<file path="src/rtl/data_mem_dma.sv">
// data_mem_dma: block-copy initiator on the data-memory port.
// Copies len_i 32-bit words from src_addr_i to dst_addr_i in ascending order.
// Each word is one read followed by one write. Every access follows the
// REQ / WAIT0 / WAIT protocol and honours the responder's stall.
// Ports:
//   clk_i, reset_n_i             undivided system clock, async active-low reset
//   start_i, abort_i             copy start pulse (IDLE only), word-boundary abort
//   src_addr_i, dst_addr_i       word-aligned byte addresses
//   len_i                        number of words to copy
//   bus_req_o, bus_gnt_i         request/grant handshake with the port mux
//   mem_*                        data-memory bus (same signal set as the CPU)
//   busy_o, done_o, aborted_o    status; done_o is a one-cycle pulse
//   count_o                      words completed in the current/last copy
module data_mem_dma #(
  parameter int unsigned LEN_W     = 16,
  parameter logic [3:0]  WORD_MASK = 4'b1111,
  parameter int unsigned ADDR_STEP = 4
) (
  input  logic             clk_i,
  input  logic             reset_n_i,
  input  logic             start_i,
  input  logic             abort_i,
  input  logic [31:0]      src_addr_i,
  input  logic [31:0]      dst_addr_i,
  input  logic [LEN_W-1:0] len_i,
  output logic             bus_req_o,
  input  logic             bus_gnt_i,
  output logic [31:0]      mem_addr_o,
  output logic [31:0]      mem_w_data_o,
  output logic             mem_w_ena_o,
  output logic             mem_r_ena_o,
  output logic [3:0]       mem_sign_mask_o,
  input  logic [31:0]      mem_r_data_i,
  input  logic             mem_clk_stall_i,
  output logic             busy_o,
  output logic             done_o,
  output logic             aborted_o,
  output logic [LEN_W-1:0] count_o
);

  localparam logic [31:0] STEP = 32'(ADDR_STEP);

  typedef enum logic [3:0] {
    IDLE, ARB, RD_REQ, RD_WAIT0, RD_WAIT, WR_REQ, WR_WAIT0, WR_WAIT, DONE
  } state_t;

  state_t           state;
  logic [31:0]      src_q;   // address of the current word's read
  logic [31:0]      dst_q;   // address of the current word's write
  logic [LEN_W-1:0] len_q;
  logic [LEN_W-1:0] count_inc;

  // Every access is a full word; the encoding never changes at run time.
  assign mem_sign_mask_o = WORD_MASK;

  assign count_inc = count_o + LEN_W'(1);

  // Copy sequencer. Outputs are registered and set on the edge entering the
  // state that owns them, so enables are high for REQ, WAIT0 and WAIT.
  always_ff @(posedge clk_i or negedge reset_n_i) begin
    if (!reset_n_i) begin
      state        <= IDLE;
      src_q        <= '0;
      dst_q        <= '0;
      len_q        <= '0;
      bus_req_o    <= 1'b0;
      mem_addr_o   <= '0;
      mem_w_data_o <= '0;
      mem_w_ena_o  <= 1'b0;
      mem_r_ena_o  <= 1'b0;
      busy_o       <= 1'b0;
      done_o       <= 1'b0;
      aborted_o    <= 1'b0;
      count_o      <= '0;
    end else begin
      done_o <= 1'b0;
      case (state)
        IDLE: begin
          if (start_i) begin
            count_o   <= '0;
            aborted_o <= 1'b0;
            if (len_i != '0) begin
              src_q     <= src_addr_i;
              dst_q     <= dst_addr_i;
              len_q     <= len_i;
              bus_req_o <= 1'b1;
              busy_o    <= 1'b1;
              state     <= ARB;
            end else begin
              // Empty copy: report completion without touching the bus.
              done_o <= 1'b1;
            end
          end
        end

        ARB: begin
          if (abort_i) begin
            bus_req_o <= 1'b0;
            done_o    <= 1'b1;
            aborted_o <= 1'b1;
            state     <= DONE;
          end else if (bus_gnt_i) begin
            mem_addr_o  <= src_q;
            mem_r_ena_o <= 1'b1;
            state       <= RD_REQ;
          end
        end

        RD_REQ:   state <= RD_WAIT0;
        // Stall is not yet valid in the first wait cycle.
        RD_WAIT0: state <= RD_WAIT;

        RD_WAIT: begin
          if (!mem_clk_stall_i) begin
            mem_r_ena_o  <= 1'b0;
            mem_w_data_o <= mem_r_data_i;
            mem_addr_o   <= dst_q;
            mem_w_ena_o  <= 1'b1;
            state        <= WR_REQ;
          end
        end

        WR_REQ:   state <= WR_WAIT0;
        WR_WAIT0: state <= WR_WAIT;

        WR_WAIT: begin
          if (!mem_clk_stall_i) begin
            mem_w_ena_o <= 1'b0;
            count_o     <= count_inc;
            src_q       <= src_q + STEP;
            dst_q       <= dst_q + STEP;
            // Abort is only honoured here, once the word is fully copied.
            if (count_inc == len_q || abort_i) begin
              bus_req_o <= 1'b0;
              done_o    <= 1'b1;
              aborted_o <= abort_i && (count_inc != len_q);
              state     <= DONE;
            end else begin
              mem_addr_o  <= src_q + STEP;
              mem_r_ena_o <= 1'b1;
              state       <= RD_REQ;
            end
          end
        end

        DONE: begin
          busy_o <= 1'b0;
          state  <= IDLE;
        end

        default: state <= IDLE;
      endcase
    end
  end

endmodule

</file>
<file path="config.mk">
export PLATFORM = sky130hd
export DESIGN_NAME = data_mem_dma
export DESIGN_NICKNAME = d
export VERILOG_FILES = /design/src/rtl/data_mem_dma.sv
export SDC_FILE = /design/constraint.sdc
export NUM_CORES = 1
export LEC_CHECK = 0
export CELL_PAD_IN_SITES_DETAIL_PLACEMENT = 1
export CELL_PAD_IN_SITES_GLOBAL_PLACEMENT = 2
export CORE_UTILIZATION = 34
export DETAILED_ROUTE_END_ITERATION = 12
export GPL_TIMING_DRIVEN = 1
export PLACE_DENSITY_LB_ADDON = 0.2
export SETUP_SLACK_MARGIN = 0.2
export SLEW_MARGIN = 0
export SYNTH_ARGS = -nofsm -noshare
export SYNTH_HDL_FRONTEND = slang
export SYNTH_SLANG_ARGS = --single-unit
</file>
<file path="constraint.sdc">
create_clock -name clk_i -period 6.43 [get_ports clk_i]
set_input_delay 0.643 -clock clk_i [delete_from_list [all_inputs] [get_ports clk_i]]
set_output_delay 0.643 -clock clk_i [all_outputs]
set_load 0.01 [all_outputs]
</file>
# ---- Word level (Yosys, flattened, before mapping)
# Index checks and enable logic that the tools add are counted.
dict set report totals {
  rom_bits 0
  register_bits 170
  latch_bits 0
  output_inout_bits 90
  in_bits 118
  mem_bits_rw 0
  memories 0
}
dict set report classes {
  n_reduce_logical 19
  n_div 0
  eq_ne 20
  order_cmp 0
  addsub 3
  bitwise_logic 1
  shifts 0
  multipliers 0
  muxes 51
}
# operator n
set op_table {}
lappend op_table {{32-bit 2-to-1 mux} 11}
lappend op_table {{32-bit one-hot mux with 2 select lines} 2}
lappend op_table {{32-bit one-hot mux with 3 select lines} 1}
lappend op_table {{32-bit by 3-bit adder with 32-bit output (second input constant)} 2}
lappend op_table {{16-bit 2-to-1 mux} 2}
lappend op_table {{16-bit one-hot mux with 2 select lines} 1}
lappend op_table {{4-bit one-hot mux with 8 select lines} 1}
lappend op_table {{4-bit 2-to-1 mux} 7}
lappend op_table {{1-bit 2-to-1 mux} 20}
lappend op_table {{2-bit != test (second input constant)} 9}
lappend op_table {{16-bit by 1-bit adder with 16-bit output (second input constant)} 1}
lappend op_table {{16-bit == test} 1}
lappend op_table {{4-bit by 3-bit == test with 1-bit output (second input constant)} 4}
lappend op_table {{16-bit != test} 1}
lappend op_table {{16-bit nonzero test} 1}
lappend op_table {{1-bit one-hot mux with 3 select lines} 4}
lappend op_table {{3-bit AND reduction} 4}
lappend op_table {{6-bit AND reduction} 2}
lappend op_table {{5-bit AND reduction} 2}
lappend op_table {{4-bit by 2-bit == test with 1-bit output (second input constant)} 2}
lappend op_table {{2-bit nonzero test} 3}
lappend op_table {{3-bit nonzero test} 2}
lappend op_table {{4-bit by 1-bit == test with 1-bit output (second input constant)} 1}
lappend op_table {{4-bit == test (second input constant)} 1}
lappend op_table {{other kinds (8)} 9}

# ---- Depth between registers and ports, before layout
dict set report logic_depth {
  word_depth 6
  ltp_mapped 10
}

# ---- Least setup slack after synthesis
# OpenSTA, ideal clock, no wires.
dict set report synth_timing {
  path_type {reg-to-reg}
  start {reg count_o[0]}
  end {reg mem_addr_o[0]}
  arrival_time_ns 2.786
  n_path_buf 1
  t_required_ns 6.305
  setup_time_ns 0.125
  path_stages_with_launch 10
  path_slack_ns 3.519
  cell_sequence {dfrtp_1 -> ha_1 -> nand3_2 -> or4_1 -> xnor2_1 -> a2111oi_2 -> nand4_2 -> o21a_4 -> buf_6 -> mux2_4}
}
dict set report synth_via {
  elab_chain_len 5
}
# item line_no
set synth_lines {}
lappend synth_lines {{from (decl)} 38} ;# output logic [LEN_W-1:0] count_o
lappend synth_lines {{from (signal assigned)} 129} ;# count_o <= count_inc;
lappend synth_lines {{16-bit by 1-bit adder with 16-bit output} 56} ;# assign count_inc = count_o + LEN_W'(1);
lappend synth_lines {{16-bit == test} 133} ;# if (count_inc == len_q || abort_i) begin
lappend synth_lines {{1-bit logical OR} 133}
lappend synth_lines {{2-bit != test (no line)} -}
lappend synth_lines {{6-bit AND reduction (no line)} -}
lappend synth_lines {{to (signal assigned)} 103} ;# mem_addr_o <= src_q;
lappend synth_lines {{to (signal assigned)} 117} ;# mem_addr_o <= dst_q;
lappend synth_lines {{to (signal assigned)} 139} ;# mem_addr_o <= src_q + STEP;
lappend synth_lines {{to (decl)} 28} ;# output logic [31:0] mem_addr_o,
# No other way between the ends.
# A chain may end at the register's enable or synchronous reset.

# ---- Final worst setup path
dict set report layout_timing {
  start {reg count_o[0]}
  end {reg mem_addr_o[1]}
}
# Same word-level chain as after synthesis.

==> metrics.cfg <==
[critical_path]
cp.arrival_ps=4030
max_stage_delay_ps=660
worstSetupEndpointType=register
crit_slowest_cell=or4_1
cp-start-kind=register
path_class=register to register
worstPathCellList=ha_1 -> nand3_2 -> or4_1 -> xnor2_1 -> a2111oi_2 -> nand4_2 -> o21a_4 -> mux2_4
cp_max_fo=32
crit_required_ps=6740

[die]
pin_count=208
core_area_sq_um=27200
rows=60
die_w_um=169
die_area_sq_um=28600
die_h_um=169
start_util_pct=34.9

[clocking]
cts_tree=done
post_cts_resized=0
cts.path.max_buffers=2
post-cts-setup-buffers=0
cts.sinks=170
clk_pin_slew_ps=70
clk_latency_ps=440
cts_max_level=4
cts_made_buffers=17
cts_hold_buf=0
cts_root_buf=clkbuf_16

[final_layout]
syn2layout_area_growth_pct=30.8
final_layout_size_suffix_gt1_share_pct=13.0
stdcell_area_sq_um=12400
final_cell_mix=clkdlybuf4s50_1, dfrtp_1, nand2_1, o21ai_0, a21oi_1
finish.utilization_pct=45.7
fin_nets=1270
fillerInstances=3073
final_common_cell=clkdlybuf4s50_1
antenna_cells=0

[timing]
setup_ws_ps=2710
hold_viol=0
rsz0062_at_grt=no
tightest_slew_ps=1080
clock_skew_ps=19.6
layout_min_cycle_time_ps=3720
fmax_mhz=269
finalSetupViolations=0
report.final.slew_viol_count=0
slew_headroom_pct=27.8
timing.setup.tns_ps=0
min_period_over_period_pct=57.9

[grt]
met1_usage_pct=29.4
grt_pass1_wl_um=49600
use_met2_pct=38.0
grt_max_degree=90
busiest_layer=met2
grt-ovfl-total=0
grt.total_usage_pct=22.3
grt_pass1_vias=8636
antenna_found_initial=1
grt_use_met3_pct=3.90

[detailed_routing]
viasPerCell=5.49
via_count=8424
drtAntennaViolNets=0
drt_iter0_markers=431
drc_errors=0
wl_per_cell_um=20.2
drt_pass1_iterations=5
wirelength_um=31100

[synthesis]
ys.flop_type=dfrtp_1
ys_ff_latch=170
synth_top_area_share_pct=44.8
ys_seq_area_share_pct=44.8
synth_area_per_cell_sq_um=9.66
yosysWarningCount=0
syn_area_sq_um=9490
async_reset_ff_share_pct=100
synth_cells=983
synth_edf_count=0
yosysUniqueCellTypes=74
synth_area_leader_cell=dfrtp_1
synth_area_leaders=dfrtp_1, mux2_2, o21ai_0

[placed_design]
routabilityCongestion=0.817
placed_cell_area_sq_um=11800
port_buffers=203
dp_hpwl_um=21600
preCtsSetupSlack_ps=2660

[power_and_ir_drop]
irDropWorstVdd_v=0.000212
finalPower_uw=5540
leakagePower_uw=0.00488
power_per_cell_area_nw_per_um2=447

[min_path]
hp-class=primary input to async pin

[outcome]
status=finished, final reports clean

[flow_run]
cap_violations=0

==> per-layer routing <==
layer | part of all wire (%) | vias to the layer above
met1 | 45 | 4256
met3 | 4.0 | 26
met4 | 1.2 | 0
met2 | 50 | 180
met5 | 0 | -
li1 | - | 3962
==> synthesized netlist by cell type (all sizes together), types with 3 or more instances <==
master / n
o41ai: 4
ha: 3
o21a: 3
mux2: 83
and4: 6
nand4: 21
nor2b: 4
o311ai: 4
dfrtp: 170
nor4: 15
nor2: 67
o31ai: 4
buf: 21
a31oi: 17
inv: 17
xor2: 13
nor3: 26
nand3: 31
a2bb2oi: 11
a22oi: 4
or3: 8
a21o: 4
a22o: 3
o21ai: 89
a41oi: 3
o22ai: 19
a21oi: 84
o211ai: 4
o2bb2ai: 4
mux2i: 6
clkbuf: 51
nand2b: 4
nand2: 104
and3: 10
xnor2: 11
o22a: 4
nor3b: 6
a221o: 17
==> cell type report <==
| class | instances | area (sq um) | area share (%) |
|---|---|---|---|
| sequential | 170 | 4250 | 34.3 |
| multi-input combinational | 727 | 4870 | 39.3 |
| timing repair buffer | 216 | 2130 | 17.2 |
| clock inverter | 13 | 184 | 1.48 |
| tap | 372 | 465 | 3.75 |
| clock buffer | 19 | 443 | 3.57 |
| inverter | 17 | 63.8 | 0.514 |
==> cell families after synthesis <==
family	Yosys count	share of synthesized area, %
compound gates	294	19.7
flops	170	44.8
simple gates	311	16.5
fa+ha+maj	3	0.395
buf+inv	89	4.28
mux	89	11.5
other cells	1	0.0395
xor+xnor	26	2.71
==> critical path, delay by kind of cell (launching register included) <==
family	cells	cell delay, ps
adders and majority gates	1	330
xor gates and xnor gates	1	180
muxes	1	380
and+or+nand+nor	3	1150
DFF	1	520
AOI/OAI and AO/OA	2	1010
==> metrics by stage <==
step | hold slack, ps | std cells
3_3_place_gp | 482 | 1502
5_1_grt | 145 | 1534
4_1_cts | 137 | 1534
6_report | 124 | 1534
2_1_floorplan | 347 | 986
3_5_place_dp | 494 | 1502
==> power by group <==
part | switching (uW) | leakage, uW | internal [uW]
clock | 499 | 0.000304 | 636
combinational | 1130 | 0.00253 | 1230
sequential | 497 | 0.00205 | 1550
total | 2130 | 0.00488 | 3420
==> path summary, 6_finish.rpt <==
| kind | startpoint | end | slack, ps | cells after the start |
|---|---|---|---|---|
| max | count_o[0] | mem_addr_o[1] | 2710 | 8 |
| min | reset_n_i | count_o[10] | 120 | 1 |
| max reg2reg | count_o[0] | mem_addr_o[1] | 2710 | 8 |
| min reg2reg | dst_q[0] | dst_q[0] | 500 | 1 |
| max in group asynchronous | reset_n_i | src_q[31] | 5030 | 2 |
| min in group clk_i | dst_q[0] | dst_q[0] | 500 | 1 |
==> registers in the layout, summed over array words and instances, names as in the netlist, 4 cells and up <==
| name | count |
|---|---|
| dst_q | 32 |
| count_o | 16 |
| state | 4 |
| mem_w_data_o | 32 |
| mem_addr_o | 32 |
| src_q | 32 |
| len_q | 16 |
Power figures use the tool's default switching activity.
==> RTL change: new RTL, config.mk and constraints unchanged <==
Register the output `count_o` once more, with the module's reset; this adds one clock of latency there. The other outputs are not delayed to match.
--- a/src/rtl/data_mem_dma.sv
+++ b/src/rtl/data_mem_dma.sv
@@ -44,6 +44,8 @@
     IDLE, ARB, RD_REQ, RD_WAIT0, RD_WAIT, WR_REQ, WR_WAIT0, WR_WAIT, DONE
   } state_t;
 
+  logic [LEN_W-1:0] count_s0;
+
   state_t           state;
   logic [31:0]      src_q;   // address of the current word's read
   logic [31:0]      dst_q;   // address of the current word's write
@@ -53,7 +55,7 @@
   // Every access is a full word; the encoding never changes at run time.
   assign mem_sign_mask_o = WORD_MASK;
 
-  assign count_inc = count_o + LEN_W'(1);
+  assign count_inc = count_s0 + LEN_W'(1);
 
   // Copy sequencer. Outputs are registered and set on the edge entering the
   // state that owns them, so enables are high for REQ, WAIT0 and WAIT.
@@ -71,13 +73,13 @@
       busy_o       <= 1'b0;
       done_o       <= 1'b0;
       aborted_o    <= 1'b0;
-      count_o      <= '0;
+      count_s0     <= '0;
     end else begin
       done_o <= 1'b0;
       case (state)
         IDLE: begin
           if (start_i) begin
-            count_o   <= '0;
+            count_s0  <= '0;
             aborted_o <= 1'b0;
             if (len_i != '0) begin
               src_q     <= src_addr_i;
@@ -126,7 +128,7 @@
         WR_WAIT: begin
           if (!mem_clk_stall_i) begin
             mem_w_ena_o <= 1'b0;
-            count_o     <= count_inc;
+            count_s0    <= count_inc;
             src_q       <= src_q + STEP;
             dst_q       <= dst_q + STEP;
             // Abort is only honoured here, once the word is fully copied.
@@ -153,5 +155,13 @@
     end
   end
 
+  always_ff @(posedge clk_i or negedge reset_n_i) begin
+    if (!reset_n_i) begin
+      count_o <= '0;
+    end else begin
+      count_o <= count_s0;
+    end
+  end
+
 endmodule
 
Formal check against the unedited RTL: not equivalent (a bounded check fails within 10 cycles, from zero or initial values and one cycle with reset_n_i low).
==> RTL change against the unedited design <==
Wire length is 12% higher. Final area increased by 5.4%. Worst setup slack got worse by 0.060 ns. Largest cell class unchanged. Final cell count increased by 9.1%. Critical endpoint is now mem_addr_o[10]$_DFFE_PN0P_. Largest power group unchanged. Synthesized area grew 6.7%. Total power is 5.1% higher. Global-route usage up 1.0 points. Sequential power grew 6%. Worst hold slack improved by 0.098 ns. Sequential cell count grew 16.
==> RTL change: results (changes against the unedited design) <==
\begin{tabular}{lr}
\hline
Metric & Value \\
\hline
\multicolumn{2}{l}{\textbf{Route}} \\
\quad Drt via density & 5.54 (was 5.49) \\
\multicolumn{2}{l}{\textbf{Placement}} \\
\quad Placed wire-length estimate after detailed placement & 24700 um (was 21600 um) \\
\multicolumn{2}{l}{\textbf{Run status}} \\
\quad Result of the run & finished clean (unchanged) \\
\multicolumn{2}{l}{\textbf{STA}} \\
\quad Worst-case headroom to the max-slew limit & 21.7\% (was 27.8\%) \\
\quad Worst setup skew after layout & 0.0181 ns (was 0.0196 ns) \\
\multicolumn{2}{l}{\textbf{Final layout}} \\
\quad Area taken by flip-flops and latches & 4650 sq um (was 4250 sq um) \\
\quad Number of nets in the finished design & 1398 (was 1270) \\
\quad Fill cells & 3346 (was 3073) \\
\multicolumn{2}{l}{\textbf{Global routing}} \\
\quad Wire length of the first global-routing pass & 55400 um (was 49600 um) \\
\quad Maximum number of pins on one net before global-route repair & 74 (was 90) \\
\quad Number of global-route vias before repair & 9670 (was 8636) \\
\quad Overall global routing resource usage & 23.3\% (was 22.3\%) \\
\multicolumn{2}{l}{\textbf{Synth}} \\
\quad Synth Area in Compound Gates & 20.6\% (was 19.7\%) \\
\quad Multiplexer area fraction after synthesis & 9.95\% (was 11.5\%) \\
\quad Fraction of the mapped netlist area in adder cells & 0.371\% (was 0.395\%) \\
\quad Synth Area in XOR/XNOR & 1.38\% (was 2.71\%) \\
\quad Distinct cells, synth & 69 (was 74) \\
\quad Register area share after synthesis & 45.9\% (was 44.8\%) \\
\quad Commonest cells in the synthesized netlist & 186 x sky130\_fd\_sc\_hd\_\_dfrtp\_1, 123 x sky130\_fd\_sc\_hd\_\_a21oi\_1, 110 x sky130\_fd\_sc\_hd\_\_o21ai\_0 (was 170 x sky130\_fd\_sc\_hd\_\_dfrtp\_1, 104 x sky130\_fd\_sc\_hd\_\_nand2\_1, 89 x sky130\_fd\_sc\_hd\_\_o21ai\_0) \\
\multicolumn{2}{l}{\textbf{Setup path}} \\
\quad CP arrival & 4.10 ns (was 4.03 ns) \\
\hline
\end{tabular}
==> RTL change: cells by family (layout without fill, tap and decap cells) <==
family,after synthesis,count (layout)
and+or+nand+nor,362,362
AOI/OAI and AO/OA,351,351
DFF,186,186
buffers and inverters,114,284
muxes,84,84
xor gates and xnor gates,16,16
adders and majority gates,3,3
other,1,4
==> RTL change: area by class of cell <==
| type | count | area share (%) |
|---|---|---|
| flip-flops and latches | 186 | 35.6 |
| clock inverters | 13 | 1.20 |
| repair buffers | 219 | 16.5 |
| multi-input cells | 820 | 38.7 |
| clock buffers | 19 | 3.46 |
| inverters | 33 | 0.947 |
| well taps | 384 | 3.67 |
==> RTL change: where the power goes <==
group,internal [W],switching [W]
logic,0.00124,0.00130
registers,0.00166,0.000514
clock network,0.000576,0.000532
total,0.00348,0.00235
==> RTL change: worst paths after layout <==
path	startpoint	end	slack [ns]
max	count_s0[0]$_DFFE_PN0P_	mem_addr_o[10]$_DFFE_PN0P_	2.65
max in group asynchronous	reset_n_i	done_o$_DFF_PN0_	4.83
min	reset_n_i	mem_addr_o[19]$_DFFE_PN0P_	0.22
min in group clk_i	count_s0[1]$_DFFE_PN0P_	count_o[1]$_DFF_PN0_	0.45
min reg2reg	count_s0[1]$_DFFE_PN0P_	count_o[1]$_DFF_PN0_	0.45
max reg2reg	count_s0[0]$_DFFE_PN0P_	mem_addr_o[10]$_DFFE_PN0P_	2.65
==> RTL change: per-layer routing <==
metal  part of all wire, %  track usage, %  up-vias
met5                 0.037               0        -
met4                   1.9            6.34        2
met3                   5.4            5.46       34
met2                    49            39.7      233
met1                    43            29.6     4620
li1                      -               -     4388
==> RTL change: stage by stage <==
stage                     cells  util [%]  power [W]  area [sq um]  setup slack, ns
after floorplan            1120         -    0.00361         10100             3.53
after global placement     1642      43.0    0.00469         12500             2.72
after detailed placement   1642      43.0    0.00476         12500             2.67
after CTS                  1674      45.1    0.00590         13100             2.62
after global routing       1674      45.1    0.00624         13100             2.26
final                      1674      45.1    0.00583         13100             2.65
==> RTL change: worst max-delay path, cell delays in order, from the launching register on <==
cell and delay, ns:
sky130_fd_sc_hd__dfrtp_1 0.44, sky130_fd_sc_hd__ha_1 0.28, sky130_fd_sc_hd__nand3_1 0.34, sky130_fd_sc_hd__a311o_1 0.44, sky130_fd_sc_hd__a32o_1 0.25, sky130_fd_sc_hd__nor4_1 0.31
sky130_fd_sc_hd__o2111ai_1 0.26, sky130_fd_sc_hd__o31ai_4 0.43, sky130_fd_sc_hd__a21oi_4 0.20, sky130_fd_sc_hd__buf_4 0.33, sky130_fd_sc_hd__mux2_4 0.34
